File: config.mk
export PLATFORM = sky130hd
export DESIGN_NAME = alu_result_mux_reg
export DESIGN_NICKNAME = d
export VERILOG_FILES = /design/src/rtl/alu_result_mux_reg.sv
export SDC_FILE = /design/constraint.sdc
export NUM_CORES = 1
export LEC_CHECK = 0
export CORE_MARGIN = 2
export CORE_UTILIZATION = 40
export CTS_BUF_LIST = sky130_fd_sc_hd__clkbuf_2 sky130_fd_sc_hd__clkbuf_4 sky130_fd_sc_hd__clkbuf_8
export DETAILED_ROUTE_END_ITERATION = 6
export GPL_ROUTABILITY_DRIVEN = 0
export PLACE_DENSITY_LB_ADDON = 0.2
export SETUP_SLACK_MARGIN = 0.2
export SYNTH_ARGS = -nofsm -noshare
export SYNTH_HDL_FRONTEND = slang
export SYNTH_SLANG_ARGS = --single-unit
File: constraint.sdc
create_clock -name clk -period 3.2 [get_ports clk]
set_input_delay 0.64 -clock clk [delete_from_list [all_inputs] [get_ports clk]]
set_output_delay 0.64 -clock clk [all_outputs]
set_load 0.01 [all_outputs]
File: src/rtl/alu_result_mux_reg.sv
// Selects one of NUM_IN ALU results and buffers it in a main register plus a skid register.
// Latency: one cycle from accept to out_valid; full throughput with out_ready held high.
// Backpressure: in_ready is the registered inverse of skid-full, so it never depends on out_ready this cycle.
// Optional zero_flag output per entry is enabled by defining ALU_RESULT_MUX_ZERO_FLAG_EN.
module alu_result_mux_reg #(
    parameter int WIDTH  = 24,
    parameter int NUM_IN = 8
) (
    input  logic                       clk,
    input  logic                       rst_n,
    input  logic [NUM_IN*WIDTH-1:0]    in_bus,
    input  logic [$clog2(NUM_IN)-1:0]  sel,
    input  logic                       in_valid,
    output logic                       in_ready,
    output logic [WIDTH-1:0]           out_data,
    output logic                       out_valid,
    input  logic                       out_ready,
    output logic                       sel_err,
    output logic [7:0]                 err_cnt
`ifdef ALU_RESULT_MUX_ZERO_FLAG_EN
    ,
    output logic                       zero_flag
`endif
);

    localparam int SEL_W = $clog2(NUM_IN);
    // Out-of-range selects only exist when NUM_IN is not a power of two.
    localparam bit HAS_OOR = (NUM_IN < (1 << SEL_W));

    logic             push;
    logic             pop;
    logic [WIDTH-1:0] cap_dat;
    logic             cap_err;

    logic             main_vld;
    logic [WIDTH-1:0] main_dat;
    logic             main_err;
    logic             skid_vld;
    logic [WIDTH-1:0] skid_dat;
    logic             skid_err;

`ifdef ALU_RESULT_MUX_ZERO_FLAG_EN
    logic cap_zf;
    logic main_zf;
    logic skid_zf;

    assign cap_zf    = (cap_dat == '0);
    assign zero_flag = main_zf;
`endif

    assign in_ready  = ~skid_vld;
    assign out_valid = main_vld;
    assign out_data  = main_dat;
    assign sel_err   = main_err;

    assign push = in_valid & ~skid_vld;
    assign pop  = main_vld & out_ready;

    always_comb begin
        cap_dat = '0;
        for (int k = 0; k < NUM_IN; k++) begin
            if (int'(sel) == k) begin
                cap_dat = in_bus[k*WIDTH +: WIDTH];
            end
        end
    end

    assign cap_err = HAS_OOR && (int'(sel) >= NUM_IN);

    always_ff @(posedge clk or negedge rst_n) begin
        if (!rst_n) begin
            main_vld <= 1'b0;
            main_dat <= '0;
            main_err <= 1'b0;
            skid_vld <= 1'b0;
            skid_dat <= '0;
            skid_err <= 1'b0;
`ifdef ALU_RESULT_MUX_ZERO_FLAG_EN
            main_zf  <= 1'b0;
            skid_zf  <= 1'b0;
`endif
        end else if (!main_vld) begin
            // Skid is always empty while main is empty.
            if (push) begin
                main_vld <= 1'b1;
                main_dat <= cap_dat;
                main_err <= cap_err;
`ifdef ALU_RESULT_MUX_ZERO_FLAG_EN
                main_zf  <= cap_zf;
`endif
            end
        end else if (pop) begin
            if (skid_vld) begin
                main_dat <= skid_dat;
                main_err <= skid_err;
                skid_vld <= 1'b0;
`ifdef ALU_RESULT_MUX_ZERO_FLAG_EN
                main_zf  <= skid_zf;
`endif
            end else if (push) begin
                main_dat <= cap_dat;
                main_err <= cap_err;
`ifdef ALU_RESULT_MUX_ZERO_FLAG_EN
                main_zf  <= cap_zf;
`endif
            end else begin
                main_vld <= 1'b0;
            end
        end else if (push) begin
            skid_vld <= 1'b1;
            skid_dat <= cap_dat;
            skid_err <= cap_err;
`ifdef ALU_RESULT_MUX_ZERO_FLAG_EN
            skid_zf  <= cap_zf;
`endif
        end
    end

    always_ff @(posedge clk or negedge rst_n) begin
        if (!rst_n) begin
            err_cnt <= 8'd0;
        end else if (push && cap_err && (err_cnt != 8'hFF)) begin
            err_cnt <= err_cnt + 8'd1;
        end
    end

endmodule

==> impl_metrics.ini, run 1 <==
[sta]
fin_worst_skew_ns = 0.00762
hold_viol = 0
slew_violations = 0
setup_viol = 0
fin_crit_sh_pct = 69.5
max_slew_margin_pct = 26.2
max_freq_mhz = 450
rsz0062_at_grt = false
tns_ns = 0
fin_crit_ns = 2.22
worst_slew_pin_slew_ns = 1.11

[clock_tree]
post-cts-setup-buffer-count = 0
ctsResizeCount = 0
cts_hold_buf = 0
clock_latency_ns = 0.30
cts_tree = done
clkSinkCount = 51
cts_buffers = 5
root_buffer = clkbuf_8
path_clk_slew_ns = 0.09
htreeDepth = 2
clockBufferDepth = 2

[route]
wirelength_microns = 15600
wire_per_inst_microns = 18.1
firstDrtPassIters = 5
vias = 4842
post-route-drc-count = 0
ant_nets = 0
viasPerCell = 5.62
drt_iter0_drc = 260

[critical_path]
crit_type = in -> reg
critPathBufInv = 2
cp_top_family = buffers and inverters
crit_cells = 6
slowest_delay_ns = 0.57
crit_arrival_ns = 2.45
critPathRequiredTime_ns = 3.42
critPathMaxFanout = 10
reg2reg_depth = 4
crit_path_cell_trace = clkdlybuf4s50_1 -> nor2b_1 -> nor2_1 -> buf_4 -> o21ai_0 -> a31oi_1
end_kind = flop
crit_slowest_cell = clkdlybuf4s50_1
start_kind = input pin

[power_and_ir_drop]
power.share.sequential_pct = 36.6
clockPowerShare_pct = 11.3
power.density_nw_per_um2 = 501
p_comb_share_pct = 52.1
vdd_drop_max_uv = 331
power_uw = 3290
power.internal_uw = 2050
sw_frac_of_total_pct = 37.8
power_switching_uw = 1240
leakage_uw = 0.00251

[final_layout]
syn2layout_area_growth_pct = 53.1
design_area_sq_um = 6560
multi_input_area_sq_um = 2610
drive_above_1_share_pct = 4.69
num-nets-final = 923
fillers = 945
final-instance-count-excl-fill = 861
diodes = 0
final_core_utilization_pct = 63.2
register_area_sq_um = 1280

[hold_path]
min_path_type = reg -> reg
whs_path_depth = 2

[job]
max_cap_viol_count = 0

[placed_design]
hpwl_microns = 12300
dp.cells = 853
placed_area_sq_um = 6470
io_buffers = 225

[yosys]
synth_area_sq_um = 4280
synthTopCellsByArea = dfrtp_1 30%, a211oi_1 7.7%, a31oi_1 6.3%, mux2i_1 5.6%, o32a_1 4.9%
synth_top_area_share_pct = 29.8
ys_types = 29
ys_seq_area_share_pct = 29.8
ys_seq_elements = 51
yosys_warnings = 0
yosysTopAreaCell = dfrtp_1
synthCells = 535
syn_avg_cell_area_sq_um = 8.01

[global_routing]
grt_pass1_vias = 4517
grt.met3_usage_pct = 4.72
globalRouteMet2Util_pct = 42.4
met1_usage_pct = 35.3
grt_max_degree = 84
grt_pass1_wl_microns = 23500
gr-max-usage-layer = met2
grt_overflow = 0
grt_use_total_pct = 26.0
antenna_found_initial = 0

[floorplan]
die_h_microns = 107
start_util_pct = 41.3
die-area_sq_um = 11600
fp-row-count = 37
die_width_microns = 107
ios = 234
design.core.area_sq_um = 10400

[status]
run_status = complete, no violations
==> synth_stat cells <==
master     n
o21ai_0   36
dfrtp_1   51
a31oi_1   43
nand2_1   51
buf_2     19
a21oi_1   19
inv_1     20
clkbuf_1  22
o22ai_1    6
and3_1     6
o21ai_1   12
nand3_1    1
o32a_1    21
nor2_1    30
a211oi_1  44
nand2b_1  33
buf_4     11
nor2_2     1
a21boi_0   1
buf_6      7
nor2b_1   25
mux2i_1   24
o221ai_1  16
a22o_1    21
conb_1     1
nand2_2    1
nor3_1     3
a211oi_2   7
buf_1      3
==> cells by family after synthesis <==
| family | synth area share, % |
|---|---|
| compound gates | 37.4 |
| simple gates | 17.2 |
| buf+inv | 9.93 |
| flops | 29.8 |
| mux | 5.61 |
| other cells | 0.0875 |
==> flip-flops by register name, summed over array words and instances (netlist names) <==
| signal | count |
|---|---|
| out_valid | 1 |
| out_data | 24 |
| skid_vld | 1 |
| sel_err | 1 |
| skid_dat | 24 |
==> tightest hold or removal path: stages, from the launching register on <==
cell and delay (ns):
dfrtp_1 0.35, nand2_1 0.05, o21ai_1 0.06
==> final cells by class <==
class                           count  share of cell area [%]
Sequential cell                    51                    19.5
Tap cell                          136                    2.59
Timing Repair Buffer              237                    35.6
Inverter                           20                    1.14
Clock inverter                      2                   0.191
Multi-Input combinational cell    409                    39.8
Clock buffer                        6                    1.16
==> power groups by stage <==
| stage | Sequential, uW | Combinational (uW) | Clock, uW |
|---|---|---|---|
| 6_report | 1200 | 1710 | 371 |
| 5_1_grt | 1240 | 1870 | 402 |
| 4_1_cts | 1200 | 1720 | 374 |
| 3_5_place_dp | 1210 | 1720 | 0 |
| 3_3_place_gp | 1190 | 1670 | 0 |
| 2_1_floorplan | 1210 | 880 | 0 |
==> placed cells by master, fill, tap and decap left out, types with 2 or more instances in the layout <==
master             n
clkdlybuf4s50_1  221
nand2_1           51
dfrtp_1           51
a211oi_1          44
a31oi_1           43
o21ai_0           36
nand2b_1          33
nor2_1            29
nor2b_1           25
mux2i_1           24
a22o_1            21
o32a_1            21
inv_1             20
a21oi_1           19
o221ai_1          16
o21ai_1           12
buf_4             12
conb_1             8
a211oi_2           7
and3_1             6
o22ai_1            6
clkbuf_8           5
nor3_1             3
buf_2              3
nor2_2             2
==> per-stage QoR <==
| step | setup WS (ns) | hold slack [ns] |
|---|---|---|
| after global placement | 0.744 | 0.470 |
| after floorplan | 1.44 | 0.344 |
| final | 0.976 | 0.497 |
| after CTS | 0.989 | 0.500 |
| after global routing | 0.843 | 0.522 |
| after detailed placement | 0.672 | 0.479 |
==> metal layers <==
metal	vias to the layer above	routed length, microns	share of wire, %
met5	-	0	0
met2	217	7470	48
met4	0	374	2.4
met3	30	1200	7.7
met1	2235	6560	42
li1	2360	-	-
==> path summary, 6_finish.rpt <==
| kind | endpoint | slack (ns) | start |
|---|---|---|---|
| max | out_data[2] | 0.98 | out_ready |
| min | skid_dat[0] | 0.50 | skid_dat[0] |
| max reg2reg | out_data[17] | 1.28 | out_valid |
| min reg2reg | skid_dat[0] | 0.50 | skid_dat[0] |
| max in group asynchronous | skid_dat[13] | 1.97 | rst_n |
| min in group asynchronous | out_data[6] | 0.54 | rst_n |
Note: power is estimated with default switching activity, not from simulation.
==> run 2: changes to the inputs <==
clock period = 2.1 ns   (was 3.2 ns; I/O delays follow)
==> run 2 against run 1 <==
  * Sequential power grew 53%
  * Clock power is 120% higher
  * Highest routed layer unchanged
  * Power rose by 62%
  * Clock skew is 0.0048 ns lower
  * Utilization increased by 2.4 points
  * Critical path depth decreased by 5
  * Critical endpoint is now out_valid
  * Combinational power is 57% higher
  * Final cell count grew 1.6%
  * Setup slack lost 0.64 ns
  * Global-route usage grew 1.4 points
==> impl_metrics.ini, run 2 (synthesis results as in run 1) <==
[status]
run_status = complete, no violations

[sta]
worst_slew_pin_slew_ns = 0.624
setup_viol = 0
max_freq_mhz = 567
fin_hold_ws_ns = 0.122
slew_violations = 0
fin_crit_ns = 1.76
fin_crit_sh_pct = 84.0
rsz0062_at_grt = false
max_slew_margin_pct = 58.4
tns_ns = 0
fin_worst_skew_ns = 0.00284
hold_viol = 0

[placed_design]
hpwl_microns = 12600
io_buffers = 225

[critical_path]
slowest_delay_ns = 0.57
crit_type = reg -> out
critPathMaxFanout = 12
critPathRequiredTime_ns = 1.68
crit_slowest_cell = clkdlybuf4s50_1
crit_arrival_ns = 1.34
crit_path_cell_trace = clkdlybuf4s50_1
critPathBufInv = 1
cp_top_family = buffers and inverters
end_kind = primary output
start_kind = flop

[route]
drt_iter0_drc = 306
wirelength_microns = 16000
post-route-drc-count = 0
wire_per_inst_microns = 18.2
firstDrtPassIters = 5
ant_nets = 0
viasPerCell = 5.67
vias = 4961

[power_and_ir_drop]
vdd_drop_max_uv = 693
leakage_uw = 0.00262
power.density_nw_per_um2 = 785

[global_routing]
grt_overflow = 0
grt_pass1_vias = 4855
grt_max_degree = 43
antenna_found_initial = 0
grt_pass1_wl_microns = 24900
grt_use_total_pct = 27.4

[hold_path]
min_path_type = in -> async

[floorplan]
die_h_microns = 107
ios = 234
die_width_microns = 107
die-area_sq_um = 11600
design.core.area_sq_um = 10400
start_util_pct = 41.3
fp-row-count = 37

[clock_tree]
clock_latency_ns = 0.30
post-cts-setup-buffer-count = 0
path_clk_slew_ns = 0.09
clockBufferDepth = 2
root_buffer = clkbuf_8
cts_buffers = 5
clkSinkCount = 51
cts_tree = done
htreeDepth = 2

[final_layout]
fillers = 864
diodes = 0
final_common_cell = clkdlybuf4s50_1
layout_common_cells = 220 x clkdlybuf4s50_1, 51 x nand2_1, 49 x dfrtp_1, 44 x a211oi_1, 43 x a31oi_1
num-nets-final = 937
syn2layout_area_growth_pct = 58.8
drive_above_1_share_pct = 6.90

[job]
max_cap_viol_count = 0
## run 2: power by group
group          switching, uW  internal, uW  leakage (uW)
Sequential               372          1470      0.000574
Combinational           1230          1460       0.00198
Clock                    331           475     0.0000644
Total                   1930          3400       0.00262
## run 2: cell type report
| cell class | instances | area, sq um | share of cell area, % |
|---|---|---|---|
| clock inverters | 3 | 67.6 | 0.993 |
| well taps | 136 | 170 | 2.50 |
| flip-flops and latches | 51 | 1280 | 18.8 |
| multi-input cells | 409 | 2610 | 38.4 |
| inverters | 20 | 75.1 | 1.10 |
| clock buffers | 5 | 68.8 | 1.01 |
| repair buffers | 251 | 2530 | 37.2 |
## run 2: metrics by stage
stage	cells	total power (uW)	worst slack, ns	utilization [%]	cell area, sq um
floorplan	542	3190	0.558	-	4310
global placement	867	4450	0.146	64.2	6660
detailed placement	867	4540	0.105	64.2	6660
CTS	875	5330	0.232	65.6	6800
global route	875	5710	0.261	65.6	6800
finish	875	5340	0.336	65.6	6800
## run 2: worst paths after layout
kind	from	endpoint	slack (ns)	cells after the start
setup / recovery	out_valid	out_valid	0.34	1
hold / removal	rst_n	out_data[5]	0.12	1
setup reg to reg	out_valid	out_data[2]	0.54	5
hold reg to reg	skid_dat[0]	skid_dat[0]	0.49	2
max in group asynchronous	rst_n	skid_vld	1.40	2
min in group clk	skid_dat[0]	skid_dat[0]	0.49	2
## run 2: routing by layer
layer,GRT usage [%],part of all wire (%),wire length [microns]
met1,37.1,42,6780
met2,45.9,49,7780
met3,3.51,6.5,1040
met4,7.33,2.3,372
met5,0,0,0
## run 2: repair_timing
action | in CTS | in global routing
cloned | 0 | 0
hold buffers | 0 | 0
endpoints found under the hold margin | 0 | 0
gates resized for setup | 2 | 2
setup endpoints to repair | 1 | 8
==> run 3: changes to the inputs <==
CORE_UTILIZATION = 37   (was 40)
clock period = 1.5 ns   (was 2.1 ns; I/O delays follow)
==> run 3 against run 2 <==
  * Global-route usage hardly changed
  * Largest cell class is now buffers
  * Hold slack better by 0.39 ns
  * Flip-flop and latch count did not move
  * Sequential power increased by 35%
  * Utilization increased by 4.3 points
==> impl_metrics.ini, run 3 (synthesis results as in run 1) <==
[sta]
hold_viol = 0
setup_viol = 0
max_freq_mhz = 701
tns_ns = 0
rsz0062_at_grt = true
fin_crit_ns = 1.43
setup_slack_ns = 0.0730
slew_violations = 0
fin_crit_sh_pct = 95.1
fin_worst_skew_ns = 0.00932

[power_and_ir_drop]
power_uw = 8310
vdd_drop_max_uv = 1330
leakage_uw = 0.00317
p_comb_share_pct = 60.4
power.density_nw_per_um2 = 1050
power_switching_uw = 3160
power.internal_uw = 5150
power.share.sequential_pct = 29.9
clockPowerShare_pct = 9.7
sw_frac_of_total_pct = 38.0

[clock_tree]
clockBufferDepth = 2
path_clk_slew_ns = 0.09
htreeDepth = 2
clkSinkCount = 51
root_buffer = clkbuf_8
clock_latency_ns = 0.31
cts_tree = done
cts_buffers = 5

[global_routing]
grt_pass1_wl_microns = 27600
grt_max_degree = 52
grt_use_total_pct = 27.3
grt_pass1_vias = 5371
grt_overflow = 0
antenna_found_initial = 2

[final_layout]
fillers = 916
num-nets-final = 1009
design_area_sq_um = 7950
syn2layout_area_growth_pct = 85.6
final-instance-count-excl-fill = 955
drive_above_1_share_pct = 25.2
layout_common_cells = 187 x clkdlybuf4s50_1, 76 x buf_4, 50 x nand2_1, 50 x dfrtp_1, 46 x a211oi_2
final_common_cell = clkdlybuf4s50_1

[critical_path]
start_kind = flop
crit_arrival_ns = 1.62
critPathMaxFanout = 6
cp_top_family = simple AND/OR/NAND/NOR gates
crit_cells = 6
crit_path_cell_trace = buf_6 -> nor2b_4 -> and3_4 -> buf_12 -> buf_16 -> a31oi_1
end_kind = flop
crit_slowest_cell = dfrtp_1
reg2reg_depth = 6
crit_type = reg -> reg
slowest_delay_ns = 0.37
critPathRequiredTime_ns = 1.69
critPathBufInv = 3

[route]
drt_iter0_drc = 375
firstDrtPassIters = 5
wirelength_microns = 17500
viasPerCell = 5.57
post-route-drc-count = 0
wire_per_inst_microns = 18.4
ant_nets = 0
vias = 5315

[floorplan]
fp-row-count = 39
die-area_sq_um = 12500
die_h_microns = 112
ios = 234
die_width_microns = 112
start_util_pct = 37.7
design.core.area_sq_um = 11400

[placed_design]
dp.cells = 912
hpwl_microns = 12500
place_ws_ns = -0.325
io_buffers = 225
placed_area_sq_um = 7170

[hold_path]
min_path_type = in -> async

[status]
run_status = complete, no violations

[job]
max_cap_viol_count = 0
-- run 3: worst register-to-register path: stages, from the launching register on --
cell,delay (ns)
dfrtp_1,0.37
buf_6,0.11
nor2b_4,0.18
and3_4,0.28
buf_12,0.14
buf_16,0.13
a31oi_1,0.09
-- run 3: layer usage --
metal  global-route usage, %  wire (microns)
met2                    46.1            8690
met4                    11.4             596
met1                    35.1            7230
met3                    4.08            1020
met5                       0               0
-- run 3: final timing paths --
kind | start | end | slack, ns
setup / recovery | out_valid | skid_dat[12] | 0.07
hold / removal | rst_n | skid_dat[7] | 0.51
setup reg to reg | out_valid | skid_dat[12] | 0.07
hold reg to reg | skid_dat[14] | skid_dat[14] | 0.51
max in group asynchronous | rst_n | skid_vld | 0.74
min in group clk | skid_dat[14] | skid_dat[14] | 0.51
-- run 3: power by group through the flow --
| stage | clock network, uW | registers, uW | logic (uW) |
|---|---|---|---|
| floorplan | 0 | 2610 | 2090 |
| global placement | 0 | 2510 | 3920 |
| detailed placement | 0 | 2560 | 4030 |
| CTS | 822 | 2450 | 4650 |
| global route | 875 | 2550 | 5400 |
| finish | 808 | 2480 | 5020 |
-- run 3: stage by stage --
stage | hold slack, ns | utilization [%]
after floorplan | 0.00441 | -
after global routing | 0.520 | 69.9
after global placement | 0.306 | 63.0
after CTS | 0.506 | 67.9
final | 0.507 | 69.9
after detailed placement | 0.314 | 63.0
-- run 3: repair_timing --
action | CTS | global route
hold endpoints to repair | 51 | 0
cloned | 4 | 2
endpoints found under the setup margin | 75 | 65
hold buffers | 1 | 0
pin swaps | 30 | 24
setup buffers | 21 | 6
resized for setup | 104 | 60
-- run 3: layout make-up --
type	count	area [sq um]	share of cell area [%]
antenna	2	5.00	0.0629
sequential	51	1280	16.1
timing repair buffer	323	3240	40.7
clock inverter	1	5.00	0.0629
clock buffer	6	82.6	1.04
inverter	20	77.6	0.975
multi-input combinational	409	3090	38.8
tap	143	179	2.25
